--- config.mk ---
export PLATFORM = sky130hd
export DESIGN_NAME = clock_ctrl
export DESIGN_NICKNAME = d
export VERILOG_FILES = /design/src/rtl/clock_ctrl.sv
export SDC_FILE = /design/constraint.sdc
export NUM_CORES = 1
export LEC_CHECK = 0
export ABC_AREA = 0
export CELL_PAD_IN_SITES_DETAIL_PLACEMENT = 1
export CELL_PAD_IN_SITES_GLOBAL_PLACEMENT = 1
export CORE_AREA = 3 3 70 72
export DETAILED_ROUTE_END_ITERATION = 12
export DIE_AREA = 0 0 73 75
export DONT_BUFFER_PORTS = 1
export PLACE_DENSITY_LB_ADDON = 0.1
export SYNTH_ARGS = -nofsm -noshare
export SYNTH_HDL_FRONTEND = slang
export SYNTH_SLANG_ARGS = --single-unit
--- constraint.sdc ---
create_clock -name clk -period 3.5 [get_ports clk]
set_input_delay 0.7 -clock clk [delete_from_list [all_inputs] [get_ports clk]]
set_output_delay 0.7 -clock clk [all_outputs]
set_load 0.02 [all_outputs]
--- src/rtl/clock_ctrl.sv ---
// Clock controller: programmable-rate tick, divided square wave and one-hot phase rotation
// with run / single-step / halt control. Define CLOCK_CTRL_CNT_EN to enable the tick_count counter.
module clock_ctrl #(
  parameter int WIDTH    = 16,
  parameter int CHANNELS = 4,
  parameter int CNT_W    = 32
) (
  input  logic                clk,
  input  logic                reset,
  input  logic [WIDTH-1:0]    div,
  input  logic                run,
  input  logic                step,
  input  logic                halt,
  output logic                tick,
  output logic                sq,
  output logic [CHANNELS-1:0] phase,
  output logic [CHANNELS-1:0] phase_tick,
  output logic [1:0]          state,
  output logic [CNT_W-1:0]    tick_count
);

  typedef enum logic [1:0] {
    IDLE   = 2'd0,
    RUN    = 2'd1,
    STEP   = 2'd2,
    HALTED = 2'd3
  } state_t;

  state_t             state_q, state_n;
  logic [WIDTH-1:0]   cnt, cnt_n;
  logic               tick_n;
  logic               step_q;
  logic               step_edge;

  function automatic logic [CHANNELS-1:0] rotl(input logic [CHANNELS-1:0] v);
    return {v[CHANNELS-2:0], v[CHANNELS-1]};
  endfunction

  assign step_edge = step & ~step_q;

  always_comb begin
    state_n = state_q;
    cnt_n   = cnt;
    tick_n  = 1'b0;
    unique case (state_q)
      IDLE: begin
        cnt_n = '0;
        if (halt)           state_n = HALTED;
        else if (run)       state_n = RUN;
        else if (step_edge) state_n = STEP;
      end
      RUN: begin
        if (halt) begin
          state_n = HALTED;
          cnt_n   = '0;
        end else if (!run) begin
          state_n = IDLE;
          cnt_n   = '0;
        end else if (cnt >= div) begin
          cnt_n  = '0;
          tick_n = 1'b1;
        end else begin
          cnt_n = cnt + WIDTH'(1);
        end
      end
      STEP: begin
        // run and further step edges are ignored until the single tick issues
        if (halt) begin
          state_n = HALTED;
          cnt_n   = '0;
        end else if (cnt >= div) begin
          state_n = IDLE;
          cnt_n   = '0;
          tick_n  = 1'b1;
        end else begin
          cnt_n = cnt + WIDTH'(1);
        end
      end
      HALTED: begin
        cnt_n = '0;
        if (!halt) state_n = IDLE;
      end
      default: begin
        state_n = IDLE;
        cnt_n   = '0;
      end
    endcase
  end

  always_ff @(posedge clk) begin
    if (reset) begin
      state_q <= IDLE;
      cnt     <= '0;
      tick    <= 1'b0;
      sq      <= 1'b0;
      phase   <= CHANNELS'(1);
      step_q  <= 1'b0;
    end else begin
      state_q <= state_n;
      cnt     <= cnt_n;
      tick    <= tick_n;
      step_q  <= step;
      // sq and phase move on the same edge that raises tick
      if (tick_n) begin
        sq    <= ~sq;
        phase <= rotl(phase);
      end
    end
  end

`ifdef CLOCK_CTRL_CNT_EN
  always_ff @(posedge clk) begin
    if (reset)       tick_count <= '0;
    else if (tick_n) tick_count <= tick_count + CNT_W'(1);
  end
`else
  assign tick_count = '0;
`endif

  assign state      = state_q;
  assign phase_tick = phase & {CHANNELS{tick}};

endmodule

# ---- Word-level counts from Yosys, hierarchy flattened
# Index checks and enable logic that the tools add are counted.
# Widths: inputs -> output; s select.
dict set report word_totals {
  register_bits 25
  inputBits 21
  out_inout_bits 44
  wordCells 41
}
dict set report classes {
  n_addsub 1
  n_lt_le_gt_ge 1
  n_eq_ne 7
  mux 19
  bitwise_logic 4
  n_reduce_logical 3
}
# op n
set ops {}
lappend ops {{$mux 16} 4}
lappend ops {{$pmux 16 s3} 1}
lappend ops {{$add 16x1->16 const B} 1}
lappend ops {{$ge 16x16->1} 1}
lappend ops {{$mux 2} 8}
lappend ops {{$pmux 2 s4} 1}
lappend ops {{$ne 3x3->1 const B} 2}
lappend ops {{$and 4x4->4} 1}
lappend ops {{$eq 2x2->1 const B} 2}
lappend ops {{$mux 1} 4}
lappend ops {{$ne 4x4->1 const B} 1}
lappend ops {{$reduce_and 4->1} 1}
lappend ops {{$eq 2x1->1 const B} 1}
lappend ops {{$logic_not 2->1} 1}
lappend ops {{$ne 2x2->1 const B} 1}
lappend ops {{$not 1->1} 2}
lappend ops {{$pmux 1 s2} 1}
lappend ops {{$reduce_or 2->1} 1}
lappend ops {{$and 1x1->1} 1}

# ---- Logic depth before layout (Yosys ltp)
# Gate-level depths: netlist of the first run.
dict set report depth {
  ltp_word 6
  ltp_mapped 10
  mapped_depth_nobuf 8
}

# ---- Worst setup path after synthesis of the first run
# No wires, ideal clock.
dict set report synth_path {
  path_kind {in2reg}
  startpoint {input div[1]}
  endpoint {register cnt[10]}
  setup_ns 0.064
  arrival_time_ns 2.573
  required_time_ns 3.436
  path_slack_ns 0.863
  stages 10
  n_path_buf 2
  cell_sequence {inv_1 ha_1 nor2b_1 o211a_1 o311ai_2 nand3_1 or4_1 buf_2 buf_6 nor2_1}
}
dict set report synth_between {
  elab_chain_cells 5
  elab_cells_between_ends 6
  cone_classes {1 x order compare; 5 x mux}
}
# element line_no
set synth_rtl {}
lappend synth_rtl {{start, declared} 10} ;# input logic [WIDTH-1:0] div,
lappend synth_rtl {{$ge 16x16->1 (*)} {59, 71}}
lappend synth_rtl {{$mux 16 (*)} {59, 71}}
lappend synth_rtl {{$mux 16} 56} ;# end else if (!run) begin
lappend synth_rtl {{$mux 16} 53} ;# if (halt) begin
lappend synth_rtl {{$pmux 16 s3 (*)} 45} ;# unique case (state_q)
lappend synth_rtl {{end signal, assigned} 100} ;# cnt <= cnt_n;
lappend synth_rtl {{end, declared} 30} ;# logic [WIDTH-1:0] cnt, cnt_n;
# Every way passes the cells marked *; elsewhere a longest branch is shown, timed or not.
# A chain may end at the register's enable or synchronous reset.

# ---- Worst setup path in the final report of the first run
dict set report layout_path {
  startpoint {input div[14]}
  endpoint {register cnt[2]}
}
# Same word-level chain as after synthesis.

==> reports/summary.md, run 1 <==
Across all hold checks on the routed design, the worst slack comes to 487 ps. In this run the remaining antenna-violating nets after routing total 0. The fraction of registers with async set or reset after synthesis is 0. The run gives 0.129 as the total routing usage reported by global routing. The worst setup path is of the in -> reg kind. TritonCTS built the clock tree. Buffers added to address setup during post-CTS repair amount to 0.

The most common cell in the synthesized netlist is sky130_fd_sc_hd__buf_4. The sum of negative setup slack was 0 ps; the number of violations of the max-capacitance limit was 0. The logs give 0.00548 sq mm for the area of the die and 33 for the unique cell type count in the Yosys netlist. At the worst endpoint, the required time is 3700 ps.

The flow ran to the end, and the final reports show no timing, DRC or antenna violations. The buffer depth of the longest clock path came out at 2. In this run the worst hold path is classified as in -> reg.

The final critical-path share of the clock period is 0.800, and the headroom to the max-slew limit is 0.617. The later pin in the worst-skew pair is clocked with a latency of 270 ps. Setup violations remaining at the end of the flow were counted as 0.

Summing all placed instances gives a cell area of 0.00171 sq mm. After clock tree synthesis, the flow added hold-fix buffers numbering 0. The fraction of synthesized cell area taken by the top area cell type was 0.280.

The run gives 0.00175 sq mm as the final instance area. The slowest stage of the critical path is the sky130_fd_sc_hd__or4_1 cell. For this run, the leading register cell type out of synthesis is sky130_fd_sc_hd__dfxtp_1.

The post-layout worst setup margin was 701 ps. The repair_antennas step left the layout with diodes totalling 0. The first-iteration detailed-routing DRC count was 49; the pin count of the biggest net entering global routing was 17. Once the clock tree was built, the resizer swapped 0 gates to a different size. Counting the buffers created by CTS gives 3.

The vertical die dimension came out at 75 um. The initial core utilization is 0.410. The total of buffers placed on input and output ports is 0, and the first-pass GRT wire length is 5510 um.

The commonest cells after synthesis are 32 x sky130_fd_sc_hd__buf_4, 29 x sky130_fd_sc_hd__nor2_1, 25 x sky130_fd_sc_hd__dfxtp_1, 23 x sky130_fd_sc_hd__inv_1, 22 x sky130_fd_sc_hd__ha_1. The peak fanout along the critical path was 16; the die width was 73 um. The H-tree depth is 1, and the number of enable flip-flop cells after synthesis is 0. Data arrives at the worst endpoint at 3000 ps. Summed over all instances, the cell type with the most area after synthesis is sky130_fd_sc_hd__dfxtp_1. Compared with the post-synthesis result, the final layout area differs by -1.89%. The clock net in this run drives a total of 25 sinks. For the pin with the worst max-slew slack, the measured transition is 574 ps. Fraction of layout instances using a drive strength above 1: 0.0367. The worst setup path is captured at a flip-flop. The run gives 3480 um as the overall routed net length.

The run gives 357 MHz as the maximum frequency from static timing analysis. The leakage power of the design was 0.802 nW; the area of the core was 0.00435 sq mm. Routability-driven placement finished with a final weighted congestion of 0.801.

OpenSTA, run right after detailed placement, puts the worst setup slack at 380 ps. The flip-flop and latch count after synthesis is 25, and the number of antenna violations at the first check in global routing is 0. Once detailed placement completed, the half-perimeter wirelength came to 2900 um. Max-slew violation count: 0. Clock root buffer: sky130_fd_sc_hd__clkbuf_8.

The clock input transition at the sequential cells of the worst setup and hold paths is 90 ps, and the average size of a mapped cell is 8.20 sq um. Setup repair after global routing left no endpoint under its margin. The worst ir drop on vdd is 137 uV, and the post-synth design cell area is 0.00179 sq mm.

In the final routed layout, each cell accounts on average for 12.9 um. Synthesis produced a netlist whose cell count is 218. Between clock sinks in the finished design, the worst skew comes to 3.80 ps.

Summed over all layers, the global routing overflow is 0. The number of global-route vias before repair came out at 1278. The sequential share of the synthesized area is 0.280, and the minimum clock period after layout is 2800 ps.

In this design, the stage delay of the slowest critical-path cell is 800 ps. Sorting the synthesized cells by area gives the leading types as sky130_fd_sc_hd__dfxtp_1 28%, sky130_fd_sc_hd__ha_1 15%, sky130_fd_sc_hd__buf_4 13%. For this run, the detailed router's first-pass iteration total came to 4. The nature of the critical path startpoint is an input pin.

The number of DRC violations after detailed routing was 0. Ratio of total power to cell area: 340 mW/mm^2. The net count of the finished layout is 262.

Pin placement for this block handled 65 I/O pins. The final count of hold timing violations was 0; the count of standard-cell rows was 24. The signal on the critical path passes through inv_1 > ha_1 > a21oi_1 > nand2_1 > a221oi_1 > nand3_1 > or4_1 > nor2_1. The synthesis warning total is 0, and the routed via count divided by cell count is 4.75. For the total vias in the final route, the log shows 1283.
## cell type report
class                   count  area, sq um
flip-flops and latches     25          500
inverters                  23         86.3
fillers                   536         2600
multi-input cells         166         1060
clock buffers               4         45.0
well taps                  52         65.1
## registers in the layout, summed over array words and instances, names as in the netlist
signal / cells
sq: 1
cnt: 16
state: 2
tick: 1
step_q: 1
phase: 4
## power breakdown
group / internal [mW] / leakage (nW) / total (mW) / switching, mW
clock network: 0.0815 / 0.0228 / 0.176 / 0.0940
registers: 0.291 / 0.202 / 0.307 / 0.0156
logic: 0.0350 / 0.577 / 0.113 / 0.0782
## layout by cell type, fill, tap and decap left out, drive strengths merged
cell    synthesis  routed
conb            1      32
a221oi          1       1
and4            2       2
xnor2           6       6
o32a            1       1
o211a           1       1
or4             1       1
mux2            2       2
clkbuf          1       4
o21ai           4       4
and3            2       2
o311ai          1       1
nor3            2       2
nand2b          1       1
ha             22      22
nand3           8       8
xor2            9       9
a311oi          1       1
dfxtp          25      25
nor2b           6       6
and2            4       4
nor2           30      30
mux2i           3       3
nand4           3       3
a31oi           2       2
a21oi           9       9
inv            23      23
nand2          13      13
## stage by stage
step | cells | total power, mW | utilization
after floorplan | 249 | 0.436 | -
after global placement | 266 | 0.421 | 0.392
after detailed placement | 266 | 0.425 | 0.392
after CTS | 270 | 0.602 | 0.403
after global routing | 270 | 0.628 | 0.403
final | 270 | 0.596 | 0.403
## cell families after synthesis
logic type	after synthesis	share of synthesized area
other	1	0.00210
AOI/OAI and AO/OA	20	0.0770
xor gates and xnor gates	15	0.0735
muxes	5	0.0294
and+or+nand+nor	72	0.190
buffers and inverters	58	0.194
DFF	25	0.280
adders and majority gates	22	0.154
## worst max-delay path: cells and delay by family
kind / cells / cell delay [ps]
fa+ha+maj: 1 / 330
compound gates: 2 / 690
buf+inv: 1 / 20
simple gates: 4 / 1250
## final timing paths
path	start	end	slack, ps	cells after the start
worst min-delay path	reset	sq	490	1
worst min register to register	cnt[0]	cnt[0]	530	1
worst max-delay path	div[14]	cnt[2]	700	8
worst max register to register	cnt[14]	cnt[2]	810	7
## metal layers
layer  vias to the layer above  routed length [um]  track usage
li1                        647                   -            -
met1                       597                1520        0.150
met2                        35                1790        0.235
met3                         4                 134       0.0227
met4                         0                  44       0.0492
met5                         -                   0            0
Note: power is estimated with default switching activity, not from simulation.
==> run 2, diff against run 1 <==
Settings changed: CORE_AREA 3 3 70 72 to 3 3 71 73, DIE_AREA 0 0 73 75 to 0 0 74 76.
Clock period 3.5 ns to 2.35 ns, I/O delays scaled along.
==> run 2 against run 1 <==
Effect of this change: global-route usage up 0.64 points; first-iteration DRC count decreased by 37%; clock skew grew 8.5 ps; die area increased by 2.7%; combinational power is 63% higher.
==> reports/summary.md, run 2 (same netlist as run 1, synthesis figures left out) <==
The run finished with clean final reports. The logs give 3680 um (was 3480 um) for the overall routed net length and 65 (unchanged) for the top-level port count. The worst setup slack after placement came out at -95.2 ps (was 380 ps). The start-to-end type of the worst setup path was reg -> reg (was in -> reg).

The clock input transition at the sequential cells of the worst setup and hold paths was 100 ps (was 90 ps). The data arrival at the endpoint of the critical path is 2430 ps (was 3000 ps). The run gives 278 (was 266) as the cell count after placement.

The total of buffers placed on input and output ports came out at 0 (unchanged). Setup repair after global routing left no endpoint under its margin. The run gives 1340 (was 1283) as the total vias in the final route. The clock sink total was 25 (unchanged). The total area of sequential cells is 504 sq um (was 500 sq um), and the die width is 74 um (was 73 um).

The count of standard-cell rows was 24 (unchanged); the detail-routed net length per standard cell was 13.0 um (was 12.9 um). The first-pass GRT wire length was 6160 um (was 5510 um). The clock root buffer was sky130_fd_sc_hd__clkbuf_8 (unchanged). Delay of the slowest cell on the worst path: 520 ps (was 800 ps).

Most frequent cells in the layout: 32 x sky130_fd_sc_hd__conb_1, 28 x sky130_fd_sc_hd__nor2_1, 22 x sky130_fd_sc_hd__inv_1, 22 x sky130_fd_sc_hd__dfxtp_1, 21 x sky130_fd_sc_hd__ha_1 (was 32 x sky130_fd_sc_hd__conb_1, 29 x sky130_fd_sc_hd__nor2_1, 25 x sky130_fd_sc_hd__dfxtp_1). The run gives 0 (unchanged) as the number of violations of the max-capacitance limit. The tools report the element type at the critical path end as a flip-flop (unchanged). The number of global-route vias before repair was 1328 (was 1278). Sum of overflow across all layers after global routing: 0 (unchanged). The launch point of the critical path is cnt[1] (was div[14]). The area of the multi-input gates was 0.00110 sq mm (was 0.00106 sq mm). The post-layout worst setup margin was 116 ps (was 701 ps). The end point of the critical path is cnt[9] (was cnt[2]). TritonCTS built the clock tree. For the worst clock skew, the log shows 12.3 ps (was 3.80 ps). The worst path in the final design needs a cycle of 2230 ps, including I/O delays and setup. The routability-driven placement congestion ratio is 0.783 (was 0.801). The commonest non-fill, non-tap cell in the layout was sky130_fd_sc_hd__conb_1 (unchanged). Layout overhead on the synthesized area: 6.65% (was -1.89%). The worst setup slack for register-to-register paths is 120 ps (was 810 ps), and the number of hold buffers added after CTS is 0 (unchanged).

The slowest cell on the critical path was sky130_fd_sc_hd__or4_4 (was sky130_fd_sc_hd__or4_1). The logs give 0 ps (unchanged) for the sum of negative setup slack and 0.432 (was 0.403) for the core occupancy in the finished layout. The data required time at the worst endpoint was 2550 ps (was 3700 ps). The routed via count divided by cell count was 4.73 (was 4.75); the initial core utilization was 0.405 (was 0.410). Capture instance of the worst register-to-register path: cnt[9] (was cnt[2]). The number of antenna diodes was 0 (unchanged); the final critical-path share of the clock period was 0.951. The final HPWL from detailed placement is 2970 um (was 2900 um).

Number of cell instances on the worst register-to-register path: 8 (was 7). The register containing the most flip-flops in the final layout was cnt (unchanged). The peak fanout along the critical path was 8 (was 16).

The run gives 0 (unchanged) as the setup-violating endpoint count in the final report. The run gives 0 (unchanged) as the max-slew violation count. The antenna violation net count after detailed routing was 0 (unchanged).

The final count of hold timing violations is 0 (unchanged), and the total power after layout is 0.902 mW (was 0.596 mW). The number of iterations in the first detailed-routing pass was 4 (unchanged); the vertical die dimension was 76 um (was 75 um). Buffer depth of the longest clock path: 2 (unchanged). The nature of the critical path startpoint is a flip-flop (was an input pin).

The first-iteration detailed-routing DRC count was 31 (was 49). The fraction of layout instances using a drive strength above 1 is 0.134 (was 0.0367), and the area of the core is 0.00441 sq mm (was 0.00435 sq mm). Cell-by-cell trace of the critical path: ha_4 > nor2b_1 > o211a_1 > o311ai_4 > nand3_2 > or4_4 > buf_6 > nor2_1 (was inv_1 > ha_1 > a21oi_1 > nand2_1 > a221oi_1 > nand3_1 > or4_1 > nor2_1). The class of the tightest hold or removal check was in -> reg (unchanged). For the H-tree depth, the log shows 1 (unchanged). The ratio of total power to cell area came out at 474 mW/mm^2 (was 340 mW/mm^2). The filler cell count is 559 (was 536), and the leakage power of the design is 0.879 nW (was 0.802 nW). The final non-filler cell total is 283 (was 270), and the number of nets in the layout is 275 (was 262). Maximum frequency from static timing analysis: 448 MHz. For the number of antenna violations at the first check in global routing, the log shows 0 (unchanged). The flip-flop count of the largest register after layout came out at 16 (unchanged).

The logs give 0.135 (was 0.129) for the total routing usage reported by global routing and 217 uV (was 137 uV) for the worst ir drop on vdd. The number of DRC violations after detailed routing was 0 (unchanged); the pin count of the biggest net entering global routing was 17 (unchanged). The later-pin clock latency in the skew report was 270 ps (about the same). The area of the die was 0.00562 sq mm (was 0.00548 sq mm); the count of buffers added by post-CTS timing repair for setup was 0 (unchanged). The run gives 3 (unchanged) as the TritonCTS buffer count.

The startpoint of the most critical register-to-register path is cnt[1] (was cnt[14]).
[run 2: metrics by stage]
| step | area [sq um] | hold WS [ps] |
|---|---|---|
| 6_report | 1910 | 254 |
| 3_5_place_dp | 1820 | 531 |
| 3_3_place_gp | 1820 | 531 |
| 2_1_floorplan | 1930 | 458 |
| 5_1_grt | 1910 | 237 |
| 4_1_cts | 1880 | 246 |
[run 2: worst min path at each step]
stage | startpoint | endpoint | slack [ps] | cells after the start
2_1_floorplan | cnt[0] | cnt[0] | 460 | 1
3_3_place_gp | cnt[0] | cnt[0] | 530 | 2
3_5_place_dp | cnt[0] | cnt[0] | 530 | 2
4_1_cts | reset | step_q | 250 | 1
5_1_grt | reset | phase[1] | 240 | 1
6_report | reset | phase[1] | 250 | 1
[run 2: where the power goes]
| group | total (mW) | switching (mW) | internal, mW |
|---|---|---|---|
| clock network | 0.263 | 0.143 | 0.120 |
| logic | 0.184 | 0.122 | 0.0615 |
| registers | 0.455 | 0.0215 | 0.434 |
[run 2: final cells by class]
class	instances	share of cell area
clock buffers	3	0.0217
clock inverters	1	0.00394
inverters	23	0.0453
multi-input cells	166	0.575
flip-flops and latches	25	0.265
well taps	52	0.0341
repair buffers	13	0.0552
[run 2: timing repair]
action,in CTS,in global routing
setup endpoints to repair,8,18
pin swaps,0,5
gates cloned,0,1
resized for setup,1,11
[run 2: layer usage]
layer	vias up	routed length (um)	global-route usage
met5	-	0	0
met1	635	1670	0.172
met4	0	24	0.0380
met3	2	145	0.0198
li1	672	-	-
met2	31	1850	0.232
[run 2: worst max-delay path, delay by kind of cell (launching register included)]
family	cells	cell delay [ps]
flip-flops	1	350
adder cells (fa/ha/maj)	1	230
buffers and inverters	1	160
AND/OR/NAND/NOR	4	840
AO/OA/AOI/OAI	2	550
